`config.mk`:
```
export PLATFORM = sky130hd
export DESIGN_NAME = rr_mux_arbiter
export DESIGN_NICKNAME = d
export VERILOG_FILES = /design/src/rtl/mux_pkg.sv /design/src/rtl/rr_pick.sv /design/src/rtl/rr_mux_arbiter.sv
export SDC_FILE = /design/constraint.sdc
export NUM_CORES = 1
export LEC_CHECK = 0
export BUFFER_PORTS_ARGS = -buffer_cell sky130_fd_sc_hd__buf_2
export CELL_PAD_IN_SITES_DETAIL_PLACEMENT = 0
export CELL_PAD_IN_SITES_GLOBAL_PLACEMENT = 1
export CORE_MARGIN = 10
export CORE_UTILIZATION = 35
export CTS_BUF_LIST = sky130_fd_sc_hd__clkbuf_4 sky130_fd_sc_hd__clkbuf_8
export CTS_CLUSTER_DIAMETER = 200
export DETAILED_ROUTE_END_ITERATION = 10
export HOLD_SLACK_MARGIN = 0.03
export PLACE_DENSITY = 0.93
export SYNTH_ARGS = -nofsm -noshare
export SYNTH_HDL_FRONTEND = slang
export SYNTH_SLANG_ARGS = --single-unit
```
`constraint.sdc`:
```
create_clock -name clk -period 8 [get_ports clk]
set_input_delay 1.6 -clock clk [delete_from_list [all_inputs] [get_ports clk]]
set_output_delay 1.6 -clock clk [all_outputs]
set_load 0.01 [all_outputs]
```
`src/rtl/mux_pkg.sv`:
```
// -----------------------------------------------------------------------------
// mux_pkg
//   Shared definitions for the round-robin multiplexer/arbiter.
//   - MODE_RR / MODE_FIXED : encodings of the arbitration mode input.
//   - clog2                : elaboration-time ceiling log2, used to size the
//                            channel-index fields.
// -----------------------------------------------------------------------------
package mux_pkg;

  localparam logic MODE_RR    = 1'b0;
  localparam logic MODE_FIXED = 1'b1;

  // Smallest r with (1 << r) >= value.
  function automatic int clog2(input int value);
    int r;
    r = 0;
    while ((1 << r) < value) begin
      r = r + 1;
    end
    return r;
  endfunction

endpackage

```
`src/rtl/rr_pick.sv`:
```
// -----------------------------------------------------------------------------
// rr_pick
//   Combinational request picker.
//   Round-robin mode searches from base+1 upward and wraps.
//   Fixed mode always searches from index 0.
//   Implementation: rotate the request vector so the search start sits at bit 0,
//   take the lowest set bit, then add the rotation back onto the index.
// Ports
//   req      in   CH    request vector (one bit per channel)
//   base     in   SELW  most recently granted channel
//   mode     in   1     MODE_RR or MODE_FIXED
//   gnt_idx  out  SELW  granted channel index (0 when gnt_vld=0)
//   gnt_vld  out  1     at least one request present
// -----------------------------------------------------------------------------
module rr_pick
  import mux_pkg::*;
#(
  parameter  int CH   = 4,
  localparam int SELW = clog2(CH)
) (
  input  logic [CH-1:0]   req,
  input  logic [SELW-1:0] base,
  input  logic            mode,
  output logic [SELW-1:0] gnt_idx,
  output logic            gnt_vld
);

  logic [2*CH-1:0] req_dbl;
  logic [CH-1:0]   rot;
  logic [SELW-1:0] enc;
  int              offset;
  int              sum;

  always_comb begin
    // Search start: base+1 (wrapping) in round-robin mode, 0 in fixed mode.
    offset = 0;
    if (mode == MODE_RR) begin
      offset = (int'(base) >= CH - 1) ? 0 : int'(base) + 1;
    end

    // Rotating a duplicated vector avoids any modulo indexing.
    req_dbl = {req, req} >> offset;
    rot     = req_dbl[CH-1:0];

    // Lowest set bit wins; descending scan leaves the lowest match last.
    enc     = '0;
    gnt_vld = 1'b0;
    for (int i = CH - 1; i >= 0; i--) begin
      if (rot[i]) begin
        enc     = SELW'(i);
        gnt_vld = 1'b1;
      end
    end

    // Undo the rotation.
    sum = int'(enc) + offset;
    if (sum >= CH) begin
      sum = sum - CH;
    end
    gnt_idx = gnt_vld ? SELW'(sum) : '0;
  end

endmodule

```
`src/rtl/rr_mux_arbiter.sv`:
```
// -----------------------------------------------------------------------------
// rr_mux_arbiter
//   CH-to-1 data multiplexer with built-in arbitration and a registered output.
//   Channels and output use valid/ready. Selection is round-robin (mode=0) or
//   fixed priority with the lowest index winning (mode=1).
// Ports
//   clk        in   1      clock, posedge
//   rst        in   1      asynchronous reset, active-high
//   in_data    in   CH*N   channel i at in_data[i*N +: N]
//   in_valid   in   CH     channel i presents data
//   in_ready   out  CH     one-hot (or zero) accept strobe
//   mode       in   1      0 = round-robin, 1 = fixed priority
//   out_data   out  N      registered selected data
//   out_sel    out  SELW   channel that produced out_data
//   out_valid  out  1      output register holds a word
//   out_ready  in   1      consumer accepts the word
// -----------------------------------------------------------------------------
module rr_mux_arbiter
  import mux_pkg::*;
#(
  parameter  int N    = 8,
  parameter  int CH   = 4,
  localparam int SELW = clog2(CH)
) (
  input  logic            clk,
  input  logic            rst,
  input  logic [CH*N-1:0] in_data,
  input  logic [CH-1:0]   in_valid,
  output logic [CH-1:0]   in_ready,
  input  logic            mode,
  output logic [N-1:0]    out_data,
  output logic [SELW-1:0] out_sel,
  output logic            out_valid,
  input  logic            out_ready
);

  logic [N-1:0]    out_data_q,   out_data_d;
  logic [SELW-1:0] out_sel_q,    out_sel_d;
  logic            out_valid_q,  out_valid_d;
  logic [SELW-1:0] last_grant_q, last_grant_d;

  logic [SELW-1:0] gnt_idx;
  logic            gnt_vld;
  logic            load;
  logic            xfer;
  logic [N-1:0]    gnt_data;

  rr_pick #(
    .CH (CH)
  ) u_pick (
    .req     (in_valid),
    .base    (last_grant_q),
    .mode    (mode),
    .gnt_idx (gnt_idx),
    .gnt_vld (gnt_vld)
  );

  always_comb begin
    // The output register can take a word when empty or being drained now,
    // which gives back-to-back transfers with no bubble.
    load = !out_valid_q || out_ready;
    // gnt_vld implies in_valid[gnt_idx], so this is the accepted handshake.
    xfer = load && gnt_vld;

    gnt_data = '0;
    for (int i = 0; i < CH; i++) begin
      if (gnt_idx == SELW'(i)) begin
        gnt_data = in_data[i*N +: N];
      end
    end

    in_ready = '0;
    if (xfer) begin
      in_ready[gnt_idx] = 1'b1;
    end

    out_data_d   = out_data_q;
    out_sel_d    = out_sel_q;
    out_valid_d  = out_valid_q;
    last_grant_d = last_grant_q;

    if (xfer) begin
      out_data_d   = gnt_data;
      out_sel_d    = gnt_idx;
      out_valid_d  = 1'b1;
      last_grant_d = gnt_idx;
    end else if (out_valid_q && out_ready) begin
      // Drained with nothing to replace it: data and sel keep their values.
      out_valid_d  = 1'b0;
    end
  end

  // Output register and arbitration history
  always_ff @(posedge clk or posedge rst) begin
    if (rst) begin
      out_data_q   <= '0;
      out_sel_q    <= '0;
      out_valid_q  <= 1'b0;
      // Start at CH-1 so the first round-robin search begins at channel 0.
      last_grant_q <= SELW'(CH - 1);
    end else begin
      out_data_q   <= out_data_d;
      out_sel_q    <= out_sel_d;
      out_valid_q  <= out_valid_d;
      last_grant_q <= last_grant_d;
    end
  end

  assign out_data  = out_data_q;
  assign out_sel   = out_sel_q;
  assign out_valid = out_valid_q;

endmodule

```
## After elaboration in Yosys (flattened, before gate mapping)

Index checks and enable logic that the tools add are counted.

| operators by class | value |
|---|---|
| reduce and logical (&&, ||, !) cells | 7 |
| eq/ne operators | 3 |
| add/sub/neg operators | 3 |
| magnitude comparators | 4 |
| shift operators | 1 |
| mux-type cells | 21 |

Operator list:

| kind | number |
|---|---|
| 32-bit 2-to-1 mux | 2 |
| 3-bit by 32-bit adder with 32-bit output | 1 |
| 32-bit by 4-bit greater-or-equal comparator with 1-bit output, second input constant | 1 |
| 8-bit 2-to-1 mux | 4 |
| 8-bit by 32-bit right shift with 4-bit output | 1 |
| 2-bit 2-to-1 mux | 6 |
| 1-bit 2-to-1 mux | 7 |
| 2-bit == test, second input constant | 2 |
| 4-bit 2-to-1 mux | 1 |
| 2-bit by 1-bit adder with 3-bit output, second input constant | 1 |
| 1-bit logical AND | 3 |
| 2-bit by 3-bit less-than comparator with 1-bit output, second input constant | 1 |
| 1-bit demux with 2-bit select | 1 |
| 2-bit by 1-bit == test with 1-bit output, second input constant | 1 |
| 2-bit by 1-bit greater-or-equal comparator with 1-bit output, second input constant | 1 |
| 2-bit greater-or-equal comparator, second input constant | 1 |
| 2-bit zero test | 1 |
| 2-bit nonzero test | 1 |
| 2-bit by 1-bit subtractor with 2-bit output, second input constant | 1 |
| 1-bit zero test | 1 |
| 1-bit logical OR | 1 |

| word-level totals | value |
|---|---|
| flip-flop bits (word level) | 13 |
| output and inout port bits | 15 |

## Longest topological paths before layout

| logic depth | value |
|---|---|
| word-level depth | 17 |
| gate-level depth with buffers | 12 |

## Modules after synthesis

A second synthesis with hierarchy kept.

| unflattened totals | value |
|---|---|
| cell total of the unflattened synthesis | 68 |
| area, all modules | 888.4 um2 |

Modules (own cells, without submodules):

| module | sequential area each (um2) | cells an instance | area each (um2) | times used |
|---|---|---|---|---|
| rr_mux_arbiter | 327.8 | 45 | 713.2 | 1 |
| rr_pick | 0.0 | 23 | 175.2 | 1 |

## Least setup slack after synthesis

Ideal clock, no wire load.

| timing path | value |
|---|---|
| path kind | in2out |
| from | input port mode |
| to | output port in_ready[1] |
| cell stages on the path | 8 |
| path slack | 3.105 ns |
| required time | 6.400 ns |
| arrival | 3.295 ns |
| path through | nand2b_1 -> a21oi_1 -> o22ai_1 -> mux2_2 -> ha_1 -> buf_1 -> nand2_1 -> nor2_1 |

| between the ends | value |
|---|---|
| longest elaborated chain between the ends | 15 |
| elaborated cells on any way between the ends | 22 |
| classes of those cells | 2 x add/sub; 3 x order compare; 1 x shift; 14 x mux; 2 x reduce/logical |

RTL lines:

| element | RTL line | text |
|---|---|---|
| from (decl) | rr_mux_arbiter.sv:30 | `input logic mode,` |
| 32-bit 2-to-1 mux * | rr_pick.sv:37 | `if (mode == MODE_RR) begin` |
| 8-bit by 32-bit right shift with 4-bit output | rr_pick.sv:42 | `req_dbl = {req, req} >> offset;` |
| 2-bit 2-to-1 mux (4 in a row) | rr_pick.sv:49 | `if (rot[i]) begin` |
| 3-bit by 32-bit adder with 32-bit output | rr_pick.sv:56 | `sum = int'(enc) + offset;` |
| 32-bit by 4-bit greater-or-equal comparator with 1-bit output or 2-bit by 1-bit subtractor with 2-bit output (tied branches) | rr_pick.sv:57, rr_pick.sv:58 |  |
| 2-bit 2-to-1 mux | rr_pick.sv:57 | `if (sum >= CH) begin` |
| 2-bit 2-to-1 mux | rr_pick.sv:60 | `gnt_idx = gnt_vld ? SELW'(sum) : '0;` |
| 2-bit by 3-bit less-than comparator with 1-bit output (not written as such) or 2-bit by 1-bit greater-or-equal comparator with 1-bit output (tied branches) | rr_mux_arbiter.sv:74 | `in_ready[gnt_idx] = 1'b1;` |
| 1-bit logical AND (not written as such) | rr_mux_arbiter.sv:74 |  |
| 1-bit 2-to-1 mux (not written as such) | rr_mux_arbiter.sv:74 |  |
| 1-bit demux with 2-bit select | rr_mux_arbiter.sv:74 |  |
| 4-bit 2-to-1 mux * | rr_mux_arbiter.sv:73 | `if (xfer) begin` |
| to (decl) | rr_mux_arbiter.sv:29 | `output logic [CH-1:0] in_ready,` |

Mark *: on every way between the ends. The rest lies on a longest branch, timed or not.

## Worst setup path after layout

| timing path | value |
|---|---|
| from | input port mode |
| to | output port in_ready[0] |

Same word-level chain as after synthesis.

==> results.md <==
- Worst hold path class: reg -> reg
- Fin. Hold Viols: 0
- Final setup fails: 0
- FF-to-FF path depth: 10
- Clock Sinks: 13
- Final Critical Period: around 5.5 ns
- Core area: ~2700 um2
- Per-cell routed wire length: around 16 um
- Routed vias/inst: 5.51
- Int Power: around 0.00024 W
- CP endpoint kind: output pin
- Flop-to-flop setup slack: 4.64 ns
- Syn Nets: approximately 150
- Ys Warns: 0
- Seq/Total Area, Yosys: 32.9%
- Largest net degree at the start of global routing: 30
- Hold_buf cts: 0
- Iteration-0 DRC Markers: between 60 and 70
- Slew margin rel.: between 40% and 50%
- Slew @ Worst Pin: 0.863 ns
- TritonRoute pass-1 iters: 4
- Clk slew on worst S/H paths: about 0.080 ns
- RSZ-0062 raised after global routing: false
- PnR worst setup slack: 2.47 ns
- Die X: between 70 and 80 um
- Avg Cell Area, Syn: a little over 9 um2
- R2R Path Start: last_grant_q[0]
- Ys async rst share: 100%
- Final Instance Count excl. Fillers: approximately 190
- Ant. Diodes: 0
- Rows: 19
- Setup TNS: 0 ns
- Die height: 73.4 um
- Fmax: ~180 MHz
- First-pass GRT wire length: approximately 5.1 mm
- Clock buffer count from CTS: 3
- H-tree Lvls: 1
- WS Path Type: in -> out
- Detailed placer's ending HPWL: about 2.4 mm
- Layout area overhead: 29.6%
- Max VDD drop: 0.138 mV
- Distinct cells, synth: 33
- Sw Share: between 40% and 50%
- Psw: between 0.00015 and 0.0002 W
- Max Slew Vio Count: 0
- Crit start category: input port
- Critical path fanouts, max: 13
- Starting Density: approximately 36%
- Root buffer cell: clkbuf_4
- Hold depth: 2
- Power share of the sequential group: 28.0%
- Total gr overflow: 0
- Routability cong.: between 0.8 and 0.9
- Fin crit share: between 60% and 70%
- Status: completed
- Layout cells sized above 1: approximately two fifths
- IO Count: between 50 and 60
- Initial antenna violation count: 0
- Die Area: approximately 5400 um2
- Number of global-route vias before repair: 1148
- Worst R2R End: out_data[0]
- DP Cell Count: between 150 and 200
- WL final: 3.08 mm
- Static leakage: 0.667 nW
- CTS max path bufs: 2
- # port buffers: 54
- Detail Route Antenna Nets: 0
- Gate count after technology mapping: 110
- CTS tree: done
- DRC Markers: 0
- Syn Std Cell Area: roughly 1000 um2
- Final setup skew: between 0.0003 and 0.0004 ns
- Required time worst endpoint: roughly 6.4 ns
- PD cells: between 300 and 400 nW/um2
- Slowest stage delay, CP: between 0.6 and 0.7 ns
- Hold Crit Start: out_sel[0]
- Placement Setup Slack: 2.47 ns
- Vias post-DR: ~1100
- Util after Layout: between 40% and 50%
- #FFs+latches synth: 13
- Slowest-stage cell, CP: ha_1
- End of the worst hold path: out_sel[0]
- Most common cell on crit path: buf_2
- Combinational power share: 61.1%
- Setup repair bufs after CTS: 0
- Number of synthesized flops with an enable pin: 0
- Crit path cell chain: buf_2 > inv_1 > nand3_1 > a2bb2oi_1 > o32ai_1 > mux2_2 > ha_1 > and2_1 > nor3_1 > buf_2
- Main synth FF type: dfrtp_1
- Post-cts resize count: 0
- Total track usage: 11.6%
- Clock latency on the worst-skew pair: between 0.2 and 0.3 ns
- Layout Nets: 204
- Arr. time, crit path: 3.93 ns
- Clock share of power: a little over a tenth
- Max-cap violations: 0
## cells in the final DEF (no fill, tap or decap), types with 3 or more instances in the layout
cell type  count
nor2_1        15
nand2b_1       3
nor3_1        10
dfrtp_1       11
buf_2         54
a221o_1        7
inv_1          5
mux2i_1       14
clkbuf_4       4
o31a_1         4
nand2_1        7
## Yosys cell counts (all sizes together), types with 2 or more instances
cell type,instances,area [um2]
nand2b,3,18.8
nor4b,2,17.5
a21oi,2,13.8
mux2i,14,140
ha,2,25.0
a221o,7,70.1
o31ai,2,15.0
nor3,10,50.1
inv,5,18.8
a21o,2,15.0
o31a,4,35.0
nor2,15,56.3
and2,2,12.5
a32oi,2,17.5
dfrtp,11,275
dfstp,2,52.6
nand2,7,26.3
buf,6,40.0
## metal layers
| layer | routed length, um | global-route usage [%] | vias to the layer above | share of wire, % |
|---|---|---|---|---|
| li1 | - | - | 517 | - |
| met1 | 1280 | 12.4 | 488 | 42 |
| met4 | 36 | 4.97 | 0 | 1.2 |
| met2 | 1340 | 18.4 | 49 | 44 |
| met5 | 0 | 0 | - | 0 |
| met3 | 411 | 6.59 | 4 | 13 |
## area by class of cell
type                            count  area [um2]
Multi-Input combinational cell     85         607
Sequential cell                    13         328
Timing Repair Buffer               54         270
Fill cell                         261        1440
Tap cell                           31        38.8
Clock buffer                        4        30.0
Inverter                            5        18.8
## logic make-up after synthesis
logic type / count (synthesis) / synth area share (%)
buffers and inverters: 12 / 6.27
AND/OR/NAND/NOR: 42 / 20.6
AO/OA/AOI/OAI: 26 / 22.6
flip-flops: 13 / 32.9
adder cells (fa/ha/maj): 2 / 2.51
multiplexers: 15 / 15.2
## stage by stage
step	instance area, um2	hold WS (ns)	power (W)
6_report	1290	0.475	0.000423
5_1_grt	1290	0.497	0.000459
4_1_cts	1290	0.478	0.000427
3_5_place_dp	1260	0.458	0.000380
3_3_place_gp	1260	0.455	0.000371
2_1_floorplan	997	0.476	0.000315
## power groups by stage
stage | clock network [W] | registers (W) | logic, W
after floorplan | 0 | 0.000129 | 0.000186
after global placement | 0 | 0.000119 | 0.000252
after detailed placement | 0 | 0.000118 | 0.000262
after CTS | 0.0000468 | 0.000118 | 0.000262
after global routing | 0.0000499 | 0.000123 | 0.000286
final | 0.0000458 | 0.000118 | 0.000259
## worst max-delay path, delay by kind of cell
family / cells / cell delay [ns]
compound gates: 2 / 0.27
fa+ha+maj: 1 / 0.66
buf+inv: 3 / 0.38
mux: 1 / 0.27
simple gates: 3 / 0.74
## worst max path at each step
stage / startpoint / end / slack [ns]
6_report: mode / in_ready[0] / 2.47
3_3_place_gp: mode / in_ready[0] / 2.56
2_1_floorplan: mode / in_ready[1] / 3.10
3_5_place_dp: mode / in_ready[0] / 2.47
4_1_cts: mode / in_ready[0] / 2.47
5_1_grt: mode / in_ready[0] / 2.27
## sequential cells by signal, indices dropped and copies added, names as in the netlist
signal,flops
out_data,8
out_valid,1
last_grant_q,2
out_sel,2
Note: power is estimated with default switching activity, not from simulation.
